`config.mk`:
```
export PLATFORM = sky130hd
export DESIGN_NAME = stack_seq
export DESIGN_NICKNAME = d
export VERILOG_FILES = /design/src/rtl/stack_seq.sv
export SDC_FILE = /design/constraint.sdc
export NUM_CORES = 1
export LEC_CHECK = 0
export ABC_AREA = 0
export ABC_CLOCK_PERIOD_IN_PS = 1700
export CORE_UTILIZATION = 37
export DETAILED_ROUTE_END_ITERATION = 8
export PLACE_DENSITY = 0.8
export SYNTH_ARGS = -nofsm -noshare
export SYNTH_HDL_FRONTEND = slang
export SYNTH_SLANG_ARGS = --single-unit
```
`constraint.sdc`:
```
create_clock -name clk -period 1.7 [get_ports clk]
set_clock_uncertainty 0.1 [all_clocks]
set_input_delay 0.17 -clock clk [delete_from_list [all_inputs] [get_ports clk]]
set_output_delay 0.17 -clock clk [all_outputs]
set_load 0.005 [all_outputs]
```
`src/rtl/stack_seq.sv`:
```
// Request sequencer in front of the 32x32 hardware stack: turns accepted
// push/pop requests into isolated one-cycle strobes and tracks occupancy.
module stack_seq #(
   parameter int DATA_W = 32,
   parameter int DEPTH  = 31,
   parameter int CNT_W  = 6
) (
   input  logic              clk,
   input  logic              rst_n,
   input  logic              req_valid,
   input  logic              req_push,
   input  logic [DATA_W-1:0] req_data,
   output logic              req_ready,
   output logic              resp_valid,
   output logic [DATA_W-1:0] resp_data,
   output logic [CNT_W-1:0]  depth,
   output logic              full,
   output logic              empty,
   output logic              err_overflow,
   output logic              err_underflow,
   input  logic              err_clr,
   output logic              stk_write,
   output logic              stk_read,
   output logic [DATA_W-1:0] stk_din,
   input  logic [DATA_W-1:0] stk_dout
);

   localparam logic [1:0] IDLE    = 2'd0;
   localparam logic [1:0] STROBE  = 2'd1;
   localparam logic [1:0] RELEASE = 2'd2;

   localparam logic [CNT_W-1:0] FULL_CNT = CNT_W'(DEPTH);

   logic [1:0]        r_state;
   logic              r_write;
   logic              r_read;
   logic [DATA_W-1:0] r_din;
   logic              r_respValid;
   logic [DATA_W-1:0] r_respData;
   logic [CNT_W-1:0]  r_depth;
   logic              r_errOv;
   logic              r_errUn;

   logic w_accept;
   logic w_full;
   logic w_empty;
   logic w_pushOk;
   logic w_popOk;
   logic w_setOv;
   logic w_setUn;

   assign w_full   = (r_depth == FULL_CNT);
   assign w_empty  = (r_depth == '0);
   assign w_accept = req_valid && (r_state == IDLE);
   assign w_pushOk = w_accept &&  req_push && !w_full;
   assign w_popOk  = w_accept && !req_push && !w_empty;
   assign w_setOv  = w_accept &&  req_push &&  w_full;
   assign w_setUn  = w_accept && !req_push &&  w_empty;

   // Strobes only rise from IDLE, so every strobe is followed by a low cycle.
   always_ff @(posedge clk or negedge rst_n) begin
      if (!rst_n) begin
         r_state <= IDLE;
         r_write <= 1'b0;
         r_read  <= 1'b0;
         r_din   <= '0;
      end else begin
         case (r_state)
            IDLE:    if (w_pushOk || w_popOk) r_state <= STROBE;
            STROBE:  r_state <= RELEASE;
            default: r_state <= IDLE;
         endcase
         r_write <= w_pushOk;
         r_read  <= w_popOk;
         if (w_accept && req_push) r_din <= req_data;
      end
   end

   always_ff @(posedge clk or negedge rst_n) begin
      if (!rst_n) begin
         r_depth     <= '0;
         r_respValid <= 1'b0;
         r_respData  <= '0;
      end else begin
         if (r_write)
            r_depth <= r_depth + 1'b1;
         else if (r_read)
            r_depth <= r_depth - 1'b1;
         r_respValid <= r_read;
         if (r_read) r_respData <= stk_dout;
      end
   end

   // A fresh error in the same cycle as a clear takes priority.
   always_ff @(posedge clk or negedge rst_n) begin
      if (!rst_n) begin
         r_errOv <= 1'b0;
         r_errUn <= 1'b0;
      end else begin
         r_errOv <= w_setOv || (r_errOv && !err_clr);
         r_errUn <= w_setUn || (r_errUn && !err_clr);
      end
   end

   assign req_ready     = (r_state == IDLE);
   assign resp_valid    = r_respValid;
   assign resp_data     = r_respData;
   assign depth         = r_depth;
   assign full          = w_full;
   assign empty         = w_empty;
   assign err_overflow  = r_errOv;
   assign err_underflow = r_errUn;
   assign stk_write     = r_write;
   assign stk_read      = r_read;
   assign stk_din       = r_din;

endmodule

```
Word level (Yosys, flattened, before mapping) --
Index checks and enable logic that the tools add are counted. W data, S select, Z words.
Word-level totals: output and inout bits 78, register bits 77
Cells by class: equal/unequal tests 3, mux-type cells 4, reduce and logical (&&, ||, !) cells 19, add/subtract/negate cells 2
Operators by type and width (number):
- $mux W6 | 2
- $logic_and A1 B1 Y1 | 9
- $add A6 B1 Y6 const B | 1
- $eq A6 B5 Y1 const B | 1
- $logic_not A6 Y1 | 1
- $sub A6 B1 Y6 const B | 1
- $logic_not A1 Y1 | 4
- $pmux W2 S2 | 1
- $logic_or A1 B1 Y1 | 3
- $eq A2 B1 Y1 const B | 1
- $logic_not A2 Y1 | 1
- $mux W2 | 1
- $ne A2 B1 Y1 const B | 1
- $reduce_bool A2 Y1 | 1

Depth between registers and ports, before layout --
Gate-level depths: netlist (run 1).
word-level depth 7, gate-level depth with buffers 6, depth with buffers taken out 6

Worst setup path after synthesis (run 1) --
OpenSTA, ideal clock, no wires.
path kind flip-flop to flip-flop, start point register r_write, in the netlist stk_write, end point register r_depth[4], in the netlist depth[4], setup slack 24 ps, stages on the path, launching flop included 7, required time 1466 ps, arrival 1442 ps, path through dfrtp_1 -> inv_1 -> fa_1 -> a21o_1 -> a21oi_1 -> xor2_1 -> o21ai_0
On the way: longest elaborated chain between the ends 1
Ends and longest elaborated chain:
- from (decl) | RTL line 35 | logic r_write;
- from (signal assigned) | RTL line 73 | r_write <= w_pushOk;
- $mux W6 or $reduce_bool A2 Y1 (tied branches)
- to (signal assigned) | RTL line 86 | r_depth <= r_depth + 1'b1;
- to (signal assigned) | RTL line 88 | r_depth <= r_depth - 1'b1;
- to (decl) | RTL line 40 | logic [CNT_W-1:0] r_depth;
Parallel ways exist; a longest one is shown, timed or not. A chain may end at the register's enable or synchronous reset.

Worst setup path after layout (run 1) --
Same ends and word-level chain as after synthesis.

==> flow_results.xml, run 1 <==
<?xml version="1.0" encoding="UTF-8"?>
<metrics>
  <group name="timing">
    <metric name="timing.final.crit_share" unit="">0.988</metric>
    <metric name="rsz0062_at_grt" unit="">true</metric>
    <metric name="fmax" unit="MHz">595</metric>
    <metric name="finalHoldViolations" unit="">0</metric>
    <metric name="final_max_slew_viol_count" unit="">0</metric>
    <metric name="relSlewSlack" unit="">0.729</metric>
    <metric name="final.min_clock_period" unit="ns">1.68</metric>
    <metric name="setup_violations" unit="">0</metric>
    <metric name="worst-slew-pin-transition" unit="ns">0.406</metric>
  </group>
  <group name="floorplan">
    <metric name="die_extent_in_x" unit="microns">94.9</metric>
    <metric name="die_height" unit="microns">94.9</metric>
    <metric name="floorplan.core_area" unit="sq mm">0.00830</metric>
    <metric name="die_area" unit="sq mm">0.00900</metric>
    <metric name="initial_core_util" unit="">0.385</metric>
    <metric name="design.portCount" unit="">147</metric>
    <metric name="core.rowCount" unit="">33</metric>
  </group>
  <group name="cells_and_area">
    <metric name="layout-drive-gt1-share" unit="">0.327</metric>
    <metric name="fin_util" unit="">0.621</metric>
    <metric name="area.sequential" unit="sq mm">0.00193</metric>
    <metric name="flow.area_growth_from_synthesis" unit="%">61.5</metric>
    <metric name="layout.nets" unit="">443</metric>
    <metric name="n_fill_cell" unit="">659</metric>
    <metric name="n_antenna_cell" unit="">0</metric>
    <metric name="multi_input_area" unit="sq mm">0.00121</metric>
  </group>
  <group name="routing">
    <metric name="avgRoutedWirePerCell" unit="microns">15.7</metric>
    <metric name="number_of_drc_markers_in_iteration_0" unit="">62</metric>
    <metric name="drt-total-wl" unit="mm">7.49</metric>
    <metric name="postRouteAntennaNets" unit="">0</metric>
    <metric name="remaining_drc_errors" unit="">0</metric>
    <metric name="route.vias.total" unit="">2215</metric>
    <metric name="drt_pass1_iterations" unit="">4</metric>
    <metric name="post_drt_via_cell_ratio" unit="">4.63</metric>
  </group>
  <group name="critical_path">
    <metric name="worst-endpoint-required" unit="ns">1.83</metric>
    <metric name="startpoint_type" unit="">register</metric>
    <metric name="critPathBufInv" unit="">1</metric>
    <metric name="endpoint_kind" unit="">register</metric>
    <metric name="crit_path_top_delay_cell" unit="">sky130_fd_sc_hd__dfrtp_1</metric>
    <metric name="worst-path-max-fanout" unit="">5</metric>
    <metric name="crit_path_cell_trace" unit="">inv_4 &gt; fa_2 &gt; a21o_1 &gt; a21oi_2 &gt; xor2_1 &gt; o21ai_1</metric>
    <metric name="timing.reg2reg.setup_slack" unit="ns">0.02</metric>
    <metric name="critical-path-top-delay-family" unit="">flip-flops</metric>
    <metric name="worst-setup-path-type" unit="">register to register</metric>
    <metric name="critical-path-max-stage-delay" unit="ns">0.41</metric>
    <metric name="cp.arrival" unit="ns">1.80</metric>
  </group>
  <group name="synth">
    <metric name="synth_compound_gate_area_share" unit="">0.0270</metric>
    <metric name="synth_top_family_by_area" unit="">multiplexers</metric>
    <metric name="synth_top_area_frac" unit="">0.604</metric>
    <metric name="post_synth_and_or_nand_nor_area_fraction" unit="">0.0321</metric>
    <metric name="synth_cell_type_count" unit="">27</metric>
    <metric name="yosys.area_share.adder" unit="">0.0220</metric>
    <metric name="post_synth_main_area_contributors" unit="">sky130_fd_sc_hd__dfrtp_1, sky130_fd_sc_hd__mux2_4, sky130_fd_sc_hd__mux2_2</metric>
    <metric name="syn_avg_cell_area" unit="sq um">16.1</metric>
    <metric name="fraction_of_synthesized_area_in_multiplexers" unit="">0.265</metric>
    <metric name="ys.warnings.count" unit="">0</metric>
    <metric name="synth_largest_area_cell" unit="">sky130_fd_sc_hd__dfrtp_1</metric>
    <metric name="syn-instance-count" unit="">198</metric>
    <metric name="synth_sequential_area_ratio" unit="">0.604</metric>
    <metric name="syn_nets" unit="">272</metric>
    <metric name="synth_seq_cells" unit="">77</metric>
    <metric name="post_synth_xor_area_fraction" unit="">0.0137</metric>
    <metric name="netlist_area" unit="sq mm">0.00319</metric>
  </group>
  <group name="clock_tree">
    <metric name="cts_root_buf" unit="">sky130_fd_sc_hd__clkbuf_8</metric>
    <metric name="clk-insertion-delay-late" unit="ns">0.34</metric>
    <metric name="cts.clk_slew.worst_paths" unit="ns">0.09</metric>
    <metric name="tritoncts_clock_tree" unit="">done</metric>
    <metric name="cts_h_tree_depth" unit="">3</metric>
    <metric name="cts_buffer_depth" unit="">2</metric>
    <metric name="numClockSinks" unit="">77</metric>
    <metric name="numCtsBuffers" unit="">9</metric>
  </group>
  <group name="power_and_ir_drop">
    <metric name="vdd_ir_drop_max" unit="uV">1050</metric>
    <metric name="totalPowerFinal" unit="uW">8520</metric>
    <metric name="power.static_leakage" unit="uW">0.00220</metric>
    <metric name="cellPowerDensity" unit="mW/mm^2">1650</metric>
  </group>
  <group name="global_route">
    <metric name="gr-usage-all-layers" unit="">0.170</metric>
    <metric name="via_count_of_the_first_global_routing_pass" unit="">2322</metric>
    <metric name="grt_antenna_before_repair" unit="">0</metric>
    <metric name="first_pass_grt_wire_length" unit="mm">11.4</metric>
    <metric name="global_route.overflow_total" unit="">0</metric>
    <metric name="pin_count_of_the_biggest_net_entering_global_routing" unit="">78</metric>
  </group>
  <group name="placement">
    <metric name="io_buffer_count" unit="">146</metric>
    <metric name="place_congestion" unit="">0.854</metric>
    <metric name="place_hpwl" unit="mm">5.32</metric>
  </group>
  <group name="status">
    <metric name="run_status" unit="">complete, no violations</metric>
  </group>
  <group name="job">
    <metric name="cap_viol_max_count" unit="">0</metric>
  </group>
  <group name="min_path">
    <metric name="holdCritPathClass" unit="">input pin to asynchronous set/reset pin</metric>
  </group>
</metrics>
[repair_timing]
| item | in CTS | in global routing |
|---|---|---|
| hold endpoints to repair | 77 | 0 |
| gates resized for setup | 11 | 18 |
| hold buffers | 1 | 0 |
| cloned | 0 | 0 |
| setup endpoints to repair | 4 | 8 |
| pin swaps | 2 | 9 |
| setup buffers | 4 | 4 |
[worst register-to-register path, delay by kind of cell (launching register included)]
kind | cells | cell delay, ns
AOI/OAI and AO/OA | 3 | 0.37
adders and majority gates | 1 | 0.41
buffers and inverters | 1 | 0.09
xor gates and xnor gates | 1 | 0.18
DFF | 1 | 0.41
[layer usage]
| metal | share of wire | vias up | GRT usage |
|---|---|---|---|
| met2 | 0.51 | 92 | 0.278 |
| met5 | 0 | - | 0 |
| met4 | 0.023 | 0 | 0.0909 |
| met3 | 0.070 | 18 | 0.0467 |
| li1 | - | 1034 | - |
| met1 | 0.40 | 1071 | 0.203 |
[cells in the final DEF, fill, tap and decap left out, types with 3 or more instances in the layout]
cell type	n
sky130_fd_sc_hd__buf_6	3
sky130_fd_sc_hd__mux2_2	37
sky130_fd_sc_hd__mux2_4	28
sky130_fd_sc_hd__clkbuf_8	9
sky130_fd_sc_hd__dfrtp_1	73
sky130_fd_sc_hd__nor2_2	3
sky130_fd_sc_hd__buf_12	3
sky130_fd_sc_hd__buf_4	16
sky130_fd_sc_hd__nand2_1	5
sky130_fd_sc_hd__clkdlybuf4s50_1	141
sky130_fd_sc_hd__xnor2_1	3
sky130_fd_sc_hd__nor2_1	3
sky130_fd_sc_hd__o21ai_0	3
sky130_fd_sc_hd__ha_4	3
sky130_fd_sc_hd__dfrtp_2	4
[cell type report]
| cell class | count | share of cell area |
|---|---|---|
| well taps | 105 | 0.0255 |
| multi-input cells | 109 | 0.235 |
| flip-flops and latches | 77 | 0.375 |
| inverters | 4 | 0.00340 |
| clock buffers | 9 | 0.0240 |
| clock inverters | 6 | 0.0126 |
| repair buffers | 168 | 0.325 |
[final timing paths]
path	startpoint	endpoint	depth (start not counted)
min in group clk	stk_dout[3]	resp_data[3]	2
max in group asynchronous	rst_n	depth[0]	3
min reg2reg	resp_data[27]	resp_data[27]	1
min	rst_n	resp_data[2]	3
max	stk_write	depth[4]	6
max reg2reg	stk_write	depth[4]	6
[power breakdown]
| part | leakage (uW) | internal [uW] | total, uW | switching [uW] |
|---|---|---|---|---|
| clock | 0.0000950 | 670 | 1330 | 661 |
| sequential | 0.000915 | 2670 | 3200 | 523 |
| combinational | 0.00119 | 2800 | 3990 | 1190 |
| total | 0.00220 | 6140 | 8520 | 2370 |
[logic make-up after synthesis]
kind of cell,Yosys count
AO/OA/AOI/OAI,14
XOR/XNOR,5
adder cells (fa/ha/maj),5
buffers and inverters,12
flip-flops,77
multiplexers,66
AND/OR/NAND/NOR,19
[synth_stat cells]
| cell type | n |
|---|---|
| sky130_fd_sc_hd__a211oi_1 | 2 |
| sky130_fd_sc_hd__a21o_1 | 2 |
| sky130_fd_sc_hd__a21oi_1 | 3 |
| sky130_fd_sc_hd__and2b_2 | 1 |
| sky130_fd_sc_hd__and3_4 | 1 |
| sky130_fd_sc_hd__buf_12 | 4 |
| sky130_fd_sc_hd__buf_2 | 4 |
| sky130_fd_sc_hd__dfrtp_1 | 77 |
| sky130_fd_sc_hd__fa_1 | 1 |
| sky130_fd_sc_hd__ha_1 | 4 |
| sky130_fd_sc_hd__inv_1 | 4 |
| sky130_fd_sc_hd__mux2_2 | 37 |
| sky130_fd_sc_hd__mux2_4 | 28 |
| sky130_fd_sc_hd__mux2i_1 | 1 |
| sky130_fd_sc_hd__nand2_1 | 5 |
| sky130_fd_sc_hd__nand3_1 | 1 |
| sky130_fd_sc_hd__nand4_1 | 1 |
| sky130_fd_sc_hd__nor2_1 | 4 |
| sky130_fd_sc_hd__nor2_2 | 2 |
| sky130_fd_sc_hd__nor2b_1 | 2 |
| sky130_fd_sc_hd__nor3_1 | 1 |
| sky130_fd_sc_hd__nor3b_1 | 1 |
| sky130_fd_sc_hd__o211ai_1 | 1 |
| sky130_fd_sc_hd__o21ai_0 | 5 |
| sky130_fd_sc_hd__o32ai_1 | 1 |
| sky130_fd_sc_hd__xnor2_1 | 3 |
| sky130_fd_sc_hd__xor2_1 | 2 |
[flip-flops by register name (all words and copies together), names as in the netlist]
register and cells:
resp_data 32, stk_din 32, depth 6, r_state 2, err_overflow 1, err_underflow 1
resp_valid 1, stk_read 1, stk_write 1
[stage by stage]
step | cells | hold WS [ns] | setup slack [ns] | TNS, ns | instance area (sq um)
after CTS | 474 | 0.290 | 0.000184 | 0 | 5070
after detailed placement | 454 | 0.129 | -0.0272 | -0.0374 | 4820
after global placement | 454 | 0.123 | 0.0339 | 0 | 4820
after global routing | 478 | 0.320 | -0.0553 | -0.115 | 5160
after floorplan | 198 | -0.226 | 0.0236 | 0 | 3190
final | 478 | 0.279 | 0.0206 | 0 | 5160
Note: power is estimated with default switching activity, not from simulation.
==> run 2, diff against run 1 <==
TNS_END_PERCENT = 10   (was not set)
==> flow_results.xml, run 2 (synthesized netlist as in run 1, its figures left out) <==
<?xml version="1.0" encoding="UTF-8"?>
<metrics>
  <group name="status">
    <metric name="run_status" unit="">complete, no violations</metric>
  </group>
  <group name="routing">
    <metric name="route.vias.total" unit="">2221</metric>
    <metric name="number_of_drc_markers_in_iteration_0" unit="">58</metric>
    <metric name="remaining_drc_errors" unit="">0</metric>
    <metric name="avgRoutedWirePerCell" unit="microns">15.7</metric>
    <metric name="drt-total-wl" unit="mm">7.48</metric>
    <metric name="postRouteAntennaNets" unit="">0</metric>
    <metric name="drt_pass1_iterations" unit="">4</metric>
    <metric name="post_drt_via_cell_ratio" unit="">4.66</metric>
  </group>
  <group name="power_and_ir_drop">
    <metric name="p_int" unit="uW">6130</metric>
    <metric name="power.share.clock" unit="">0.156</metric>
    <metric name="comb_power_share" unit="">0.469</metric>
    <metric name="p_sw_frac" unit="">0.279</metric>
    <metric name="pwr-share-seq" unit="">0.375</metric>
    <metric name="vdd_ir_drop_max" unit="uV">1010</metric>
    <metric name="totalPowerFinal" unit="uW">8500</metric>
    <metric name="cellPowerDensity" unit="mW/mm^2">1650</metric>
    <metric name="power.static_leakage" unit="uW">0.00221</metric>
    <metric name="power_switching" unit="uW">2370</metric>
  </group>
  <group name="timing">
    <metric name="worst-slew-pin-transition" unit="ns">0.407</metric>
    <metric name="fmax" unit="MHz">595</metric>
    <metric name="setup_violations" unit="">0</metric>
    <metric name="rsz0062_at_grt" unit="">true</metric>
    <metric name="final_max_slew_viol_count" unit="">0</metric>
    <metric name="final.min_clock_period" unit="ns">1.68</metric>
    <metric name="finalHoldViolations" unit="">0</metric>
    <metric name="fin_tns_setup" unit="ns">0</metric>
    <metric name="relSlewSlack" unit="">0.728</metric>
    <metric name="timing.final.crit_share" unit="">0.989</metric>
  </group>
  <group name="clock_tree">
    <metric name="numClockSinks" unit="">77</metric>
    <metric name="cts_root_buf" unit="">sky130_fd_sc_hd__clkbuf_8</metric>
    <metric name="cts_buffer_depth" unit="">2</metric>
    <metric name="cts.clk_slew.worst_paths" unit="ns">0.09</metric>
    <metric name="tritoncts_clock_tree" unit="">done</metric>
    <metric name="numCtsBuffers" unit="">9</metric>
    <metric name="cts_h_tree_depth" unit="">3</metric>
    <metric name="clk-insertion-delay-late" unit="ns">0.34</metric>
  </group>
  <group name="cells_and_area">
    <metric name="final_area" unit="sq mm">0.00514</metric>
    <metric name="n_antenna_cell" unit="">0</metric>
    <metric name="layout.cells.most_common" unit="">sky130_fd_sc_hd__clkdlybuf4s50_1</metric>
    <metric name="layout.nets" unit="">442</metric>
    <metric name="layout-drive-gt1-share" unit="">0.317</metric>
    <metric name="layout.cells.most_common_list" unit="">sky130_fd_sc_hd__clkdlybuf4s50_1, sky130_fd_sc_hd__dfrtp_1, sky130_fd_sc_hd__mux2_2</metric>
    <metric name="flow.area_growth_from_synthesis" unit="%">61.2</metric>
    <metric name="n_fill_cell" unit="">666</metric>
    <metric name="fin_util" unit="">0.620</metric>
  </group>
  <group name="floorplan">
    <metric name="die_extent_in_x" unit="microns">94.9</metric>
    <metric name="initial_core_util" unit="">0.385</metric>
    <metric name="core.rowCount" unit="">33</metric>
    <metric name="design.portCount" unit="">147</metric>
    <metric name="floorplan.core_area" unit="sq mm">0.00830</metric>
    <metric name="die_area" unit="sq mm">0.00900</metric>
    <metric name="die_height" unit="microns">94.9</metric>
  </group>
  <group name="critical_path">
    <metric name="worst-path-max-fanout" unit="">3</metric>
    <metric name="worst-endpoint-required" unit="ns">1.86</metric>
    <metric name="crit_path_cell_trace" unit="">buf_6 &gt; ha_4 &gt; o211ai_1 &gt; o21ai_1 &gt; mux2i_1 &gt; xnor2_1</metric>
    <metric name="cp.arrival" unit="ns">1.84</metric>
    <metric name="crit_path_top_delay_cell" unit="">sky130_fd_sc_hd__dfrtp_1</metric>
    <metric name="reg2reg_from" unit="">depth[4]</metric>
    <metric name="worst-setup-path-type" unit="">register to register</metric>
    <metric name="endpoint_kind" unit="">register</metric>
    <metric name="critical-path-max-stage-delay" unit="ns">0.42</metric>
    <metric name="startpoint_type" unit="">register</metric>
    <metric name="critPathBufInv" unit="">1</metric>
    <metric name="critical_path.startpoint" unit="">depth[4]</metric>
    <metric name="critical-path-top-delay-family" unit="">flip-flops</metric>
  </group>
  <group name="placement">
    <metric name="place_hpwl" unit="mm">5.32</metric>
    <metric name="io_buffer_count" unit="">146</metric>
    <metric name="place_congestion" unit="">0.854</metric>
    <metric name="post_dp_cell_area" unit="sq mm">0.00482</metric>
  </group>
  <group name="min_path">
    <metric name="holdCritPathClass" unit="">input pin to asynchronous set/reset pin</metric>
  </group>
  <group name="job">
    <metric name="cap_viol_max_count" unit="">0</metric>
  </group>
  <group name="global_route">
    <metric name="via_count_of_the_first_global_routing_pass" unit="">2325</metric>
    <metric name="pin_count_of_the_biggest_net_entering_global_routing" unit="">78</metric>
    <metric name="gr-usage-all-layers" unit="">0.169</metric>
    <metric name="grt_antenna_before_repair" unit="">0</metric>
    <metric name="global_route.overflow_total" unit="">0</metric>
    <metric name="first_pass_grt_wire_length" unit="mm">11.4</metric>
  </group>
</metrics>
-- run 2: path summary, 6_finish.rpt --
| check | endpoint | slack (ns) | cells past startpoint |
|---|---|---|---|
| worst min register to register | resp_data[27] | 0.41 | 1 |
| worst max register to register | depth[5] | 0.02 | 6 |
| worst min-delay path | resp_data[2] | 0.28 | 3 |
| worst max-delay path | depth[5] | 0.02 | 6 |
| max in group asynchronous | depth[2] | 0.87 | 3 |
| min in group clk | resp_data[3] | 0.33 | 2 |
-- run 2: what timing repair did --
item / CTS / global route
hold buffers: 1 / 0
gates resized for setup: 7 / 16
buffers inserted: 4 / 3
pin swaps: 3 / 7
endpoints found under the setup margin: 4 / 7
hold endpoints to repair: 77 / 0
-- run 2: layout make-up --
cell class | count | area (sq um) | area share
tap | 105 | 131 | 0.0255
inverter | 4 | 17.5 | 0.00340
timing repair buffer | 167 | 1670 | 0.324
sequential | 77 | 1930 | 0.375
clock buffer | 9 | 124 | 0.0241
multi-input combinational | 109 | 1210 | 0.235
clock inverter | 6 | 65.1 | 0.0126
-- run 2: routing by layer --
metal / routed length (microns) / track usage
met1: 3000 / 0.202
met4: 172 / 0.0909
met5: 0 / 0
met3: 522 / 0.0467
met2: 3790 / 0.277
-- run 2: worst reg2reg max path, stage by stage, from the launching register on --
cell	delay, ns
sky130_fd_sc_hd__dfrtp_1	0.42
sky130_fd_sc_hd__buf_6	0.15
sky130_fd_sc_hd__ha_4	0.27
sky130_fd_sc_hd__o211ai_1	0.09
sky130_fd_sc_hd__o21ai_1	0.19
sky130_fd_sc_hd__mux2i_1	0.24
sky130_fd_sc_hd__xnor2_1	0.14
-- run 2: metrics by stage --
| stage | worst slack, ns | hold WS (ns) | std cells |
|---|---|---|---|
| 6_report | 0.0187 | 0.279 | 477 |
| 5_1_grt | -0.0443 | 0.319 | 477 |
| 4_1_cts | -0.0279 | 0.290 | 474 |
| 3_5_place_dp | -0.0272 | 0.129 | 454 |
| 3_3_place_gp | 0.0339 | 0.123 | 454 |
| 2_1_floorplan | 0.0236 | -0.226 | 198 |
-- run 2: power groups by stage --
stage                     Sequential (uW)  Combinational, uW  Clock [uW]
after detailed placement             3210               3750           0
after global routing                 3320               4270        1460
after CTS                            3180               3850        1390
final                                3180               3980        1330
after global placement               3160               3660           0
after floorplan                      3230               1440           0
